$ cat config.mk
export PLATFORM = sky130hd
export DESIGN_NAME = fetch_unit
export DESIGN_NICKNAME = d
export VERILOG_FILES = /design/src/rtl/proc_pkg.sv /design/src/rtl/fetch_unit.sv
export SDC_FILE = /design/constraint.sdc
export NUM_CORES = 1
export LEC_CHECK = 0
export CORE_ASPECT_RATIO = 0.9
export CORE_MARGIN = 2
export CORE_UTILIZATION = 48
export CTS_BUF_LIST = sky130_fd_sc_hd__clkbuf_8
export DETAILED_ROUTE_END_ITERATION = 16
export PLACE_DENSITY = 0.95
export SETUP_SLACK_MARGIN = 0.1
export SLEW_MARGIN = 25
export SYNTH_ARGS = -nofsm -noshare
export SYNTH_HDL_FRONTEND = slang
export SYNTH_SLANG_ARGS = --single-unit
$ cat constraint.sdc
create_clock -name clk -period 3.2 [get_ports clk]
set_input_delay 0.64 -clock clk [delete_from_list [all_inputs] [get_ports clk]]
set_output_delay 0.64 -clock clk [all_outputs]
set_load 0.03 [all_outputs]
$ cat src/rtl/proc_pkg.sv
// proc_pkg: shared constants, widths and fetch state encoding for the downsampling processor
package proc_pkg;
  localparam int AW = 8;
  localparam int DW = 8;
  localparam logic [AW-1:0] RESET_PC = 8'h00;
  localparam logic [DW-1:0] HALT_OP = 8'hFF;
  localparam int LONG_BIT = 7;
  typedef enum logic [2:0] {IDLE, F_OP, C_OP, C_OPR, ISSUE, HALT} state_t;
endpackage

$ cat src/rtl/fetch_unit.sv
// fetch_unit: PC/fetch FSM; drives iAddr/FETCH, captures instr into ir/opr, issues via ir_valid/ir_ready, pc_load redirect, halt on HALT_OP
module fetch_unit
  import proc_pkg::*;
(
  input  logic          clk,
  input  logic          rst_n,
  input  logic          start,
  output logic [AW-1:0] iAddr,
  output logic          FETCH,
  input  logic [DW-1:0] instr,
  output logic [DW-1:0] ir,
  output logic [DW-1:0] opr,
  output logic          ir_valid,
  input  logic          ir_ready,
  input  logic          pc_load,
  input  logic [AW-1:0] pc_target,
  output logic [AW-1:0] pc,
  output logic          halted
);
  state_t state;
  logic long_op;
  assign long_op = instr != HALT_OP && instr[LONG_BIT];
  assign iAddr = pc;
  assign FETCH = state == F_OP || (state == C_OP && long_op);
  assign ir_valid = state == ISSUE;
  assign halted = state == HALT;
  always_ff @(posedge clk or negedge rst_n)
    if (!rst_n) begin
      state <= IDLE;
      pc <= RESET_PC;
      ir <= '0;
      opr <= '0;
    end else begin
      case (state)
        IDLE: state <= start ? F_OP : IDLE;
        F_OP: begin
          pc <= pc + 1'b1;
          state <= C_OP;
        end
        C_OP: begin
          ir <= instr;
          opr <= long_op ? opr : '0;
          pc <= long_op ? pc + 1'b1 : pc;
          state <= long_op ? C_OPR : ISSUE;
        end
        C_OPR: begin
          opr <= instr;
          state <= ISSUE;
        end
        ISSUE: if (ir_ready) begin
          state <= ir == HALT_OP ? HALT : F_OP;
          pc <= (ir != HALT_OP && pc_load) ? pc_target : pc;
        end
        HALT: if (start) begin
          pc <= RESET_PC;
          state <= F_OP;
        end
        default: state <= IDLE;
      endcase
    end
endmodule

==> impl_metrics.json <==
{
  "multi_input_comb_area_um2": 667,
  "grt_overflow_total": 0,
  "postSynthCellCount": 129,
  "grt_pass1_vias": 1232,
  "global_route_wire_length_before_repair_mm": 6.29,
  "timing.critical_path.arrival_ns": 2.21,
  "worstSetupStartpointType": "flip-flop",
  "post-cts-setup-buffers": 0,
  "setup.worst_path.end_class": "output port",
  "netlist_top_cells_area": "sky130_fd_sc_hd__dfrtp_1, sky130_fd_sc_hd__mux2_2, sky130_fd_sc_hd__mux2_4",
  "worst_hold_path_type": "flip-flop to flip-flop",
  "leak_pwr_uw": 0.000825,
  "coreArea_mm2": 0.00282,
  "tritoncts": "built",
  "io_buffers": 55,
  "placedCellCount": 214,
  "net_count_synth": 151,
  "cts-buffers-inserted": 3,
  "floorplan.initialDensity_pct": 51.4,
  "finalCriticalPeriod_ns": 2.85,
  "postSynthRegisterBits": 27,
  "routed_wl_mm": 4.02,
  "first_drt_iteration_drcs": 53,
  "worstMarginPinSlew_ns": 0.714,
  "route.vias.total": 1238,
  "total_count_of_hold_check_failures_in_the_final_report": 0,
  "grt_antenna_before_repair": 0,
  "wire_per_inst_um": 18.4,
  "final-setup-viol-count": 0,
  "final_standard_cell_count_with_taps_included_and_fillers_excluded": 218,
  "synthesis.area_per_instance_um2": 11.2,
  "cts_hold_buffers": 0,
  "synthAdderAreaFrac_pct": 0.864,
  "setup.worst_path.class": "flip-flop to output port",
  "synthDominantCellAreaShare_pct": 46.7,
  "critical_path_required_ns": 2.56,
  "yosys.area_share.simple_pct": 14.5,
  "synthXorXnorAreaFrac_pct": 2.42,
  "synth_mux_area_share_pct": 12.1,
  "remaining_drc_errors": 0,
  "fmaxAchievable_ghz": 0.351,
  "vdd_ir_drop_max_mv": 0.676,
  "place.detailed.hpwl_mm": 2.82,
  "finalNetCount": 201,
  "htree_levels": 1,
  "number_of_violations_of_the_max_capacitance_limit": 0,
  "relSlewSlack_pct": 52.3,
  "gp_congestion": 0.842,
  "setup_total_negative_slack_ns": 0,
  "rsz_0062_raised_after_global_routing": "no",
  "synth_area_leader_cell": "sky130_fd_sc_hd__dfrtp_1",
  "drive_gt1_share_pct": 15.2,
  "post-route-period-util_pct": 89.0,
  "cts_num_sinks": 27,
  "die_area_mm2": 0.00347,
  "clk_transition_reported_paths_ns": 0.10,
  "via_per_inst": 5.68,
  "sequential_cell_area_um2": 676,
  "synth_area_mm2": 0.00145,
  "floorplan.rows": 18,
  "yosysUniqueCellTypes": 40,
  "drt_pass1_iterations": 4,
  "groute.usage.overall_pct": 24.5,
  "dieHeight_um": 56.1,
  "n_antenna_cell": 0,
  "synthesis.yosys.warnings": 0,
  "area_delta_synth_final_pct": 39.6,
  "final_max_slew_viol_count": 0,
  "status": "complete, no violations",
  "maximum_number_of_pins_on_one_net_before_global_route_repair": 28,
  "ys_seq_area_share_pct": 46.7,
  "fin_skew_ns": 0.00600,
  "crit_fanout": 11,
  "chipWidth_um": 61.9,
  "clockRootBuffer": "sky130_fd_sc_hd__clkbuf_8",
  "power.density_cell_area_mw_per_mm2": 1160,
  "nFillCells": 198,
  "ios": 56,
  "cts.path.max_buffers": 2,
  "clock_insertion_delay_worst_skew_ns": 0.28,
  "synth_compound_area_share_pct": 16.2,
  "drtAntennaViolNets": 0,
  "combinational_family_with_the_most_area_after_synthesis": "compound AO/OA/AOI/OAI gates"
}
placed cells by master, fill, tap and decap left out, drive strengths merged, types with 2 or more instances in the layout:
| cell type | netlist | routed |
|---|---|---|
| nand2 | 6 | 6 |
| a21oi | 8 | 8 |
| nand3 | 7 | 7 |
| buf | 10 | 2 |
| clkbuf | 2 | 3 |
| clkdlybuf4s50 | 0 | 54 |
| o2bb2ai | 2 | 2 |
| nor2 | 10 | 10 |
| xnor2 | 3 | 3 |
| o21ai | 6 | 6 |
| a31oi | 3 | 3 |
| a22o | 8 | 8 |
| nand2b | 3 | 3 |
| a22oi | 2 | 2 |
| dfrtp | 27 | 27 |
| inv | 2 | 2 |
| mux2 | 13 | 13 |
| nor3 | 2 | 2 |
| nand4 | 3 | 3 |
flip-flops by register name (all words and copies together) (netlist names):
name,count
iAddr,8
opr,8
state,3
ir,8
timing repair:
action | 4_1_cts | 5_1_grt
setup endpoints to repair | 0 | 1
gates resized for setup | 0 | 1
hold endpoints to repair | 0 | 0
cell usage after synthesis:
master,instances
sky130_fd_sc_hd__nand2b_4,1
sky130_fd_sc_hd__o31ai_1,1
sky130_fd_sc_hd__buf_6,1
sky130_fd_sc_hd__or2_1,1
sky130_fd_sc_hd__o21ai_2,1
sky130_fd_sc_hd__buf_2,1
sky130_fd_sc_hd__a22oi_1,2
sky130_fd_sc_hd__nor2_1,9
sky130_fd_sc_hd__and4b_1,1
sky130_fd_sc_hd__nor4_2,1
sky130_fd_sc_hd__xnor2_1,3
sky130_fd_sc_hd__mux2_4,5
sky130_fd_sc_hd__nand2b_2,1
sky130_fd_sc_hd__nor2_4,1
sky130_fd_sc_hd__o211ai_1,1
sky130_fd_sc_hd__ha_1,1
sky130_fd_sc_hd__nor2b_1,1
sky130_fd_sc_hd__o2bb2ai_1,2
sky130_fd_sc_hd__inv_1,2
sky130_fd_sc_hd__o21ai_0,5
sky130_fd_sc_hd__buf_4,8
sky130_fd_sc_hd__nand3_1,7
sky130_fd_sc_hd__clkinv_1,1
sky130_fd_sc_hd__a22o_1,8
sky130_fd_sc_hd__o22ai_2,1
sky130_fd_sc_hd__nor3b_1,1
sky130_fd_sc_hd__a31oi_1,3
sky130_fd_sc_hd__nor3_1,2
sky130_fd_sc_hd__nand2_4,1
sky130_fd_sc_hd__nand2_1,5
sky130_fd_sc_hd__mux2_2,8
sky130_fd_sc_hd__clkbuf_8,1
sky130_fd_sc_hd__nand2b_1,1
sky130_fd_sc_hd__nand4_1,3
sky130_fd_sc_hd__xor2_1,1
sky130_fd_sc_hd__mux2i_1,1
sky130_fd_sc_hd__clkbuf_1,1
sky130_fd_sc_hd__dfrtp_1,27
sky130_fd_sc_hd__a21oi_4,1
sky130_fd_sc_hd__a21oi_1,7
per-layer routing:
layer	global-route usage, %	vias up	share of wire, %
met5	0	-	0
met4	12.2	0	4.0
met3	2.33	15	4.6
met2	37.7	52	49
met1	33.5	608	43
li1	-	563	-
power by group:
| group | internal (uW) | switching [uW] | leakage [uW] | total (uW) |
|---|---|---|---|---|
| Clock | 88.7 | 117 | 0.0000217 | 206 |
| Sequential | 496 | 199 | 0.000335 | 694 |
| Combinational | 657 | 783 | 0.000469 | 1440 |
worst max-delay path: stages (launching register included):
cell	delay [ns]
sky130_fd_sc_hd__dfrtp_1	0.63
sky130_fd_sc_hd__clkinv_1	0.39
sky130_fd_sc_hd__nor2_1	0.19
sky130_fd_sc_hd__clkdlybuf4s50_1	0.70
worst paths after layout:
| check | from | endpoint | slack, ns | depth (start not counted) |
|---|---|---|---|---|
| min reg2reg | opr[5] | opr[5] | 0.52 | 1 |
| max | state[0] | halted | 0.35 | 3 |
| min in group asynchronous | rst_n | iAddr[0] | 0.73 | 2 |
| max reg2reg | state[2] | iAddr[3] | 1.36 | 3 |
| min | opr[5] | opr[5] | 0.52 | 1 |
| max in group asynchronous | rst_n | opr[6] | 2.21 | 2 |
per-stage QoR:
step	hold WS, ns	area, um2	setup slack [ns]	total power, uW	util, %
floorplan	0.344	1450	1.13	1650	-
global placement	0.492	1970	0.227	2080	70.0
detailed placement	0.502	1970	0.154	2120	70.0
CTS	0.524	2020	0.104	2340	71.7
global route	0.554	2020	0.290	2440	71.8
finish	0.522	2020	0.353	2340	71.8
cell type report:
| class | count | area share [%] |
|---|---|---|
| Timing Repair Buffer | 57 | 28.1 |
| Clock inverter | 1 | 0.372 |
| Multi-Input combinational cell | 87 | 33.0 |
| Clock buffer | 3 | 2.04 |
| Sequential cell | 27 | 33.4 |
| Tap cell | 40 | 2.48 |
| Inverter | 3 | 0.557 |
cells by family (layout without fill, tap and decap cells):
family / count (synthesis) / count (layout)
adder cells (fa/ha/maj): 1 / 1
AND/OR/NAND/NOR: 36 / 36
flip-flops: 27 / 27
XOR/XNOR: 4 / 4
buffers and inverters: 15 / 64
multiplexers: 14 / 14
AO/OA/AOI/OAI: 32 / 32
Note: power is estimated with default switching activity, not from simulation.
